### config.mk
export PLATFORM = sky130hd
export DESIGN_NAME = alu_driver
export DESIGN_NICKNAME = d
export VERILOG_FILES = /design/src/rtl/alu_driver_pkg.sv /design/src/rtl/alu_driver.sv
export SDC_FILE = /design/constraint.sdc
export NUM_CORES = 1
export LEC_CHECK = 0
export CAP_MARGIN = 40
export CORE_MARGIN = 2
export CORE_UTILIZATION = 40
export DETAILED_ROUTE_END_ITERATION = 8
export PLACE_DENSITY = 0.73
export SLEW_MARGIN = 30
export SYNTH_ARGS = -nofsm -noshare
export SYNTH_HDL_FRONTEND = slang
export SYNTH_SLANG_ARGS = --single-unit
### constraint.sdc
create_clock -name clk -period 1.89 [get_ports clk]
set_input_delay 0.567 -clock clk [delete_from_list [all_inputs] [get_ports clk]]
set_output_delay 0.567 -clock clk [all_outputs]
set_load 0.01 [all_outputs]
### src/rtl/alu_driver_pkg.sv
// Shared ALU opcode/condition definitions and request payload for alu_driver.
package alu_driver_pkg;

  localparam int unsigned FUNC_W = 4;
  localparam int unsigned COND_W = 4;

  localparam logic [FUNC_W-1:0] OP_ALU_ADD     = 4'h0;
  localparam logic [FUNC_W-1:0] OP_ALU_SUB     = 4'h1;
  localparam logic [FUNC_W-1:0] OP_ALU_AND     = 4'h2;
  localparam logic [FUNC_W-1:0] OP_ALU_OR      = 4'h3;
  localparam logic [FUNC_W-1:0] OP_ALU_XOR     = 4'h4;
  localparam logic [FUNC_W-1:0] OP_ALU_NOT     = 4'h5;
  localparam logic [FUNC_W-1:0] OP_ALU_COMPARE = 4'h6;

  localparam logic [COND_W-1:0] OP_CONDITION_NEVER         = 4'h0;
  localparam logic [COND_W-1:0] OP_CONDITION_ALWAYS        = 4'h1;
  localparam logic [COND_W-1:0] OP_CONDITION_EQUAL         = 4'h2;
  localparam logic [COND_W-1:0] OP_CONDITION_NOT_EQUAL     = 4'h3;
  localparam logic [COND_W-1:0] OP_CONDITION_UNSIGNED_LESS = 4'h4;
  localparam logic [COND_W-1:0] OP_CONDITION_SIGNED_LESS   = 4'h5;

  typedef struct packed {
    logic [FUNC_W-1:0] func;
    logic [COND_W-1:0] condition;
  } alu_req_t;

  // Single-operand functions skip the aluB pop.
  function automatic logic is_unary(input logic [FUNC_W-1:0] f);
    return f == OP_ALU_NOT;
  endfunction

  // Flag-only functions produce no stack result.
  function automatic logic is_flag_only(input logic [FUNC_W-1:0] f);
    return f == OP_ALU_COMPARE;
  endfunction

endpackage

### src/rtl/alu_driver.sv
// Sequences one stack-machine ALU operation: pop operands, execute, push result.
// Optional ALU_DRIVER_UNDERFLOW_EN aborts on an empty stack with an error pulse.
module alu_driver
  import alu_driver_pkg::*;
#(
  parameter int unsigned dataBits = 8
) (
  input  logic                clk,
  input  logic                reset,
  input  logic                req_valid,
  output logic                req_ready,
  input  logic [FUNC_W-1:0]   req_func,
  input  logic [COND_W-1:0]   req_condition,
  input  logic                pop_valid,
  output logic                pop_ready,
  input  logic [dataBits-1:0] pop_data,
  output logic                push_valid,
  input  logic                push_ready,
  output logic [dataBits-1:0] push_data,
  output logic [dataBits-1:0] aluA,
  output logic [dataBits-1:0] aluB,
  output logic [FUNC_W-1:0]   func,
  output logic [COND_W-1:0]   condition,
  output logic                updateFlags,
  input  logic [dataBits-1:0] aluOut,
  input  logic                conditionHolds,
  output logic                done_valid,
  output logic                done_condition,
  output logic                error,
  input  logic                stack_empty
);

  typedef enum logic [2:0] {
    ST_IDLE   = 3'd0,
    ST_POP_B  = 3'd1,
    ST_POP_A  = 3'd2,
    ST_EXEC   = 3'd3,
    ST_SETTLE = 3'd4,
    ST_PUSH   = 3'd5,
    ST_DONE   = 3'd6
  } state_e;

  state_e                state_q;
  logic                  busy_q;
  logic                  pop_ready_q;
  logic                  push_valid_q;
  logic                  update_flags_q;
  logic                  done_valid_q;
  logic                  done_cond_q;
  alu_req_t              req_q;
  logic [dataBits-1:0]   alu_a_q;
  logic [dataBits-1:0]   alu_b_q;
  logic [dataBits-1:0]   push_data_q;
  logic                  underflow_c;

`ifdef ALU_DRIVER_UNDERFLOW_EN
  logic error_q;
  assign underflow_c = stack_empty;
  assign error       = error_q;
`else
  logic unused_stack_empty_c;
  assign unused_stack_empty_c = stack_empty;
  assign underflow_c          = 1'b0;
  assign error                = 1'b0;
`endif

  // busy_q resets to 0 so the idle-ready output comes out of reset high.
  always_ff @(posedge clk) begin
    if (reset) begin
      state_q        <= ST_IDLE;
      busy_q         <= 1'b0;
      pop_ready_q    <= 1'b0;
      push_valid_q   <= 1'b0;
      update_flags_q <= 1'b0;
      done_valid_q   <= 1'b0;
      done_cond_q    <= 1'b0;
      req_q          <= '0;
      alu_a_q        <= '0;
      alu_b_q        <= '0;
      push_data_q    <= '0;
`ifdef ALU_DRIVER_UNDERFLOW_EN
      error_q        <= 1'b0;
`endif
    end else begin
      update_flags_q <= 1'b0;
      done_valid_q   <= 1'b0;
`ifdef ALU_DRIVER_UNDERFLOW_EN
      error_q        <= 1'b0;
`endif
      case (state_q)
        ST_IDLE: begin
          if (req_valid) begin
            req_q.func      <= req_func;
            req_q.condition <= req_condition;
            busy_q          <= 1'b1;
            pop_ready_q     <= 1'b1;
            if (is_unary(req_func)) begin
              alu_b_q <= '0;
              state_q <= ST_POP_A;
            end else begin
              state_q <= ST_POP_B;
            end
          end
        end
        ST_POP_B: begin
          if (underflow_c) begin
            state_q     <= ST_IDLE;
            busy_q      <= 1'b0;
            pop_ready_q <= 1'b0;
`ifdef ALU_DRIVER_UNDERFLOW_EN
            error_q     <= 1'b1;
`endif
          end else if (pop_valid) begin
            alu_b_q <= pop_data;
            state_q <= ST_POP_A;
          end
        end
        ST_POP_A: begin
          if (underflow_c) begin
            state_q     <= ST_IDLE;
            busy_q      <= 1'b0;
            pop_ready_q <= 1'b0;
`ifdef ALU_DRIVER_UNDERFLOW_EN
            error_q     <= 1'b1;
`endif
          end else if (pop_valid) begin
            alu_a_q        <= pop_data;
            pop_ready_q    <= 1'b0;
            update_flags_q <= 1'b1;
            state_q        <= ST_EXEC;
          end
        end
        ST_EXEC: begin
          push_data_q <= aluOut;
          state_q     <= ST_SETTLE;
        end
        // The ALU registers its condition during EXEC; it is readable here.
        ST_SETTLE: begin
          done_cond_q <= conditionHolds;
          if (is_flag_only(req_q.func)) begin
            done_valid_q <= 1'b1;
            state_q      <= ST_DONE;
          end else begin
            push_valid_q <= 1'b1;
            state_q      <= ST_PUSH;
          end
        end
        ST_PUSH: begin
          if (push_ready) begin
            push_valid_q <= 1'b0;
            done_valid_q <= 1'b1;
            state_q      <= ST_DONE;
          end
        end
        ST_DONE: begin
          busy_q  <= 1'b0;
          state_q <= ST_IDLE;
        end
        default: begin
          state_q      <= ST_IDLE;
          busy_q       <= 1'b0;
          pop_ready_q  <= 1'b0;
          push_valid_q <= 1'b0;
        end
      endcase
    end
  end

  assign req_ready      = ~busy_q;
  assign pop_ready      = pop_ready_q;
  assign push_valid     = push_valid_q;
  assign push_data      = push_data_q;
  assign aluA           = alu_a_q;
  assign aluB           = alu_b_q;
  assign func           = req_q.func;
  assign condition      = req_q.condition;
  assign updateFlags    = update_flags_q;
  assign done_valid     = done_valid_q;
  assign done_condition = done_cond_q;

endmodule

Yosys cells after proc, flatten, opt, wreduce, memory -nomap -nowiden
Index checks and enable logic that the tools add are counted.

Reduce and logical (&&, ||, !) cells: 13. Bitwise logic cells: 5. Equal/unequal tests: 14. Muxes and demuxes: 22.

Operators by type and width (count): 8-bit two-way mux (3); 3-bit one-hot mux with 6 select lines (1); 8-bit one-hot mux with 2 select lines (1); 5-bit OR reduction (3); 3-bit two-way mux (4); 2-bit != test, second input constant (6); 3-bit equality test, second input constant (3); 4-bit by 3-bit equality test with 1-bit output, second input constant (2); 4-bit AND reduction (2); 1-bit two-way mux (7); 3-bit by 2-bit equality test with 1-bit output, second input constant (2); 1-bit one-hot mux with 3 select lines (2); 2-bit AND reduction (3); 3-bit AND reduction (2); 1-bit NOT (5); 2-bit two-way mux (2); 1-bit one-hot mux with 2 select lines (2); 3-bit by 1-bit equality test with 1-bit output, second input constant (1); 3-bit zero test (1); 2-bit nonzero test (1); 2-bit OR reduction (1).

Input bits: 31. Output and inout port bits: 39. Logic and storage cells: 66. Register bits: 41.

Depth between registers and ports, before layout
Depth in word-level cells: 4. Mapped depth: 6.

Worst setup path before layout
OpenSTA, ideal clock, no wires.

Path kind: register -> register. From: reg state_q[1]. To: reg pop_ready_q (netlist: pop_ready). Data required time: 1.820 ns. Data arrival time: 1.602 ns. Stages on the path, launching flop included: 6. Period minus slack after synthesis: 1.673 ns. Path slack: 0.217 ns. Cells stage by stage: dfxtp_1 buf_2 inv_2 ha_1 or4b_1 a21oi_1.

Word-level cells in the longest chain between the ends: 4. Elaborated cells on any way between the ends: 13. Classes of those cells: 8 x eq/ne; 1 x mux; 1 x bitwise; 3 x reduce/logical.

RTL lines: start, declared (RTL line alu_driver.sv:43) `state_e state_q;`; start signal, assigned (RTL line alu_driver.sv:70) `state_q <= ST_IDLE;`; start signal, assigned (RTL line alu_driver.sv:99) `state_q <= ST_POP_A;`; start signal, assigned (RTL line alu_driver.sv:101) `state_q <= ST_POP_B;`; 3-bit equality test (tied with other cells) (RTL line alu_driver.sv:90) `case (state_q)`; 5-bit OR reduction (no source line); 1-bit NOT (no source line); 3-bit AND reduction (no source line); end signal, assigned (RTL line alu_driver.sv:96) `pop_ready_q <= 1'b1;`; end signal, assigned (RTL line alu_driver.sv:109) `pop_ready_q <= 1'b0;`; end signal, assigned (RTL line alu_driver.sv:122) `pop_ready_q <= 1'b0;`; end, declared (RTL line alu_driver.sv:45) `logic pop_ready_q;`.

Several ways; a longest one is shown, not always the timed one. A chain may end at the register's enable or synchronous reset.

Final worst setup path
From: in pop_valid. To: reg pop_ready_q (netlist: pop_ready).

Word-level cells in the longest chain between the ends: 2.

RTL lines: start, declared (RTL line alu_driver.sv:14) `input logic pop_valid,`; 2-bit != test (no source line); 3-bit AND reduction (no source line); end signal, assigned (RTL line alu_driver.sv:72) `pop_ready_q <= 1'b0;`; end signal, assigned (RTL line alu_driver.sv:96); end signal, assigned (RTL line alu_driver.sv:109).

Every way passes these cells.

==> summary.txt <==
status: completed
number of global-route vias before repair: 1485
global-route wire length before repair: 6458 um
post-route ant nets: 0
Die W: 68.67 um
Max Cap Viol: 0
post-synth net total: 234
Slew Limit Fails: 0
Setup CP Type: primary input to flip-flop
Fin Clk Skew: 0.003507 ns
RSZ-0062 raised after global routing: no
Post-DP Area: 2486 um2
largest net degree at the start of global routing: 42
final worst slack: 0.08109 ns
met3 WL: 379 um
internal power: 1.583 mW
Power Density: 821.7 nW/um2
Placement Rows: 23
Netlist cell types: 37
area of the mapped netlist: 1673 um2
root buf cell: clkbuf_8
Leakage: 0.9390 nW
die area: 4716 um2
die span in y: 68.67 um
DR top layer: met4
Syn. warnings: 0
DR pass1 iterations: 4
clk_lat worst skew: 0.28 ns
fin crit share: 0.9571
Avg Inst Size Synth: 8.364 um2
Via density: 4.997
flops & latches, synth: 41
CTS tree: done
TritonCTS Buffers: 5
Clk pin slew, worst setup/hold paths: 0.07 ns
remaining global-route overflow: 0
Net Sw Frac: 0.2616
post-layout util: 0.6522
via count: 1644
Req. time, crit path: 2.12 ns
asr flop ratio synth: 0
IO Port Bufs: 67
Ports: 70
CP endpoint kind: flip-flop
drt wl/cell: 12.74 um
Switching Power: 560.8 uW
clock tree buffer depth: 2
wire length on met1: 1741 um
CP Launch Type: primary input
Synth top area share: 0.4907
Fin. Hold Viols: 0
maximum fanout along the worst path: 3
Final setup viols: 0
top cells by area, synth: dfxtp_1, nand2_1, a21oi_1, a22oi_1, nor2_1
Synth Flop Type: dfxtp_1
Starting DRT DRC Count: 59
area leader, netlist: dfxtp_1
Clock power frac: 0.312
DRC violations left: 0
nets: 313
starting density of the core: 0.4182
initial antenna violation count: 0
Crit path arrival time: 2.03 ns
logic gate share of total power: 0.236
most common cell after layout, fill and taps aside: clkdlybuf4s50_1
H-Tree Depth: 2
VDD IR max: 545.9 uV
Seq/Total Area, Yosys: 0.4907
postcts setup bufs: 0
Slew HR: 0.5889
Area Growth Syn to Fin: 55.95%
drt total wl: 4190 um
Min-Delay Path Class: flip-flop to flip-flop
post-detail-place hpwl: 3027 um
Post-synth EDFFs: 0
RePlAce Congestion: 0.8034
fin crit period: 1.809 ns
layout cell share with drive strength beyond 1: 0.1004
Slew @ Worst Pin: 0.6157 ns
core box area: 4000 um2
pre-CTS setup slack: -0.2483 ns
routed wl met2: 2015 um
CTS sink cnt: 41
Reg power frac: 0.452
most frequent cells in the layout: clkdlybuf4s50_1, nand2_1, dfxtp_1
Syn Inst Count: 200
diodes inserted: 0
Hold WS: 0.4536 ns
GRT Total Usage: 0.1839
Design Area, Final: 2609 um2
overall power: 2.144 mW
fmax: 0.5528 GHz
worst max-delay path: stages:
cell	delay, ns
clkdlybuf4s50_1	0.50
and4bb_1	0.23
a211oi_1	0.07
or4b_1	0.52
a21oi_2	0.14
synthesized netlist by cell type, types with 3 or more instances:
cell and n:
nand2_1 50, dfxtp_1 41, a21oi_1 32, nor2_1 13
a22oi_1 8, clkbuf_1 5, nand3_1 5, a31oi_1 3
buf_2 3, ha_1 3, inv_1 3, o21ai_0 3
stage by stage:
step / std cells / TNS, ns
2_1_floorplan: 200 / 0
4_1_cts: 329 / 0
6_report: 329 / 0
3_5_place_dp: 322 / -1.860
5_1_grt: 329 / 0
3_3_place_gp: 322 / -1.825
power by group through the flow:
stage               Sequential (mW)  Clock (mW)  Combinational, mW
floorplan                      1.00           0              0.224
finish                        0.968       0.668              0.507
CTS                           0.967       0.688              0.504
detailed placement            0.986           0              0.498
global route                  0.977       0.718              0.555
global placement              0.985           0              0.492
path summary, 6_finish.rpt:
kind                           start                      end  slack [ns]  cells past startpoint
max                        pop_valid   pop_ready$_SDFFE_PP0P_        0.08                      5
max reg2reg  state_q[2]$_SDFFE_PP0P_  state_q[0]$_SDFFE_PP0P_        0.20                      4
min reg2reg     aluA[2]$_SDFFE_PP0P_     aluA[2]$_SDFFE_PP0P_        0.45                      2
min             aluA[2]$_SDFFE_PP0P_     aluA[2]$_SDFFE_PP0P_        0.45                      2
routing by layer:
layer / GRT usage / up-vias
met5: 0 / -
met3: 0.05844 / 7
met2: 0.3065 / 61
met4: 0.08250 / 0
met1: 0.2150 / 731
li1: - / 845
timing repair:
item | 4_1_cts | 5_1_grt
hold buffers | 0 | 0
endpoints found under the hold margin | 0 | 0
gates resized for setup | 0 | 3
endpoints found under the setup margin | 0 | 2
sequential cells by signal, indices dropped and copies added, names as in the netlist:
signal and flops:
condition 4, func 4, done_condition 1, push_valid 1
done_valid 1, push_data 8, aluA 8, busy_q 1
state_q 3, updateFlags 1, aluB 8, pop_ready 1
logic make-up after synthesis:
kind of cell / count (synthesis) / share of synthesized area
flops: 41 / 0.4907
mux: 2 / 0.01197
other cells: 1 / 0.002242
buf+inv: 15 / 0.04038
simple gates: 86 / 0.2536
fa+ha+maj: 3 / 0.02244
compound gates: 52 / 0.1788
area by class of cell:
cell class,count,area [um2]
clock inverters,2,35.03
flip-flops and latches,41,820.8
repair buffers,83,803.3
well taps,50,62.56
clock buffers,5,68.82
multi-input cells,144,803.3
inverters,4,15.01
fillers,372,1391
No activity file was read; power rests on OpenSTA's default activity.
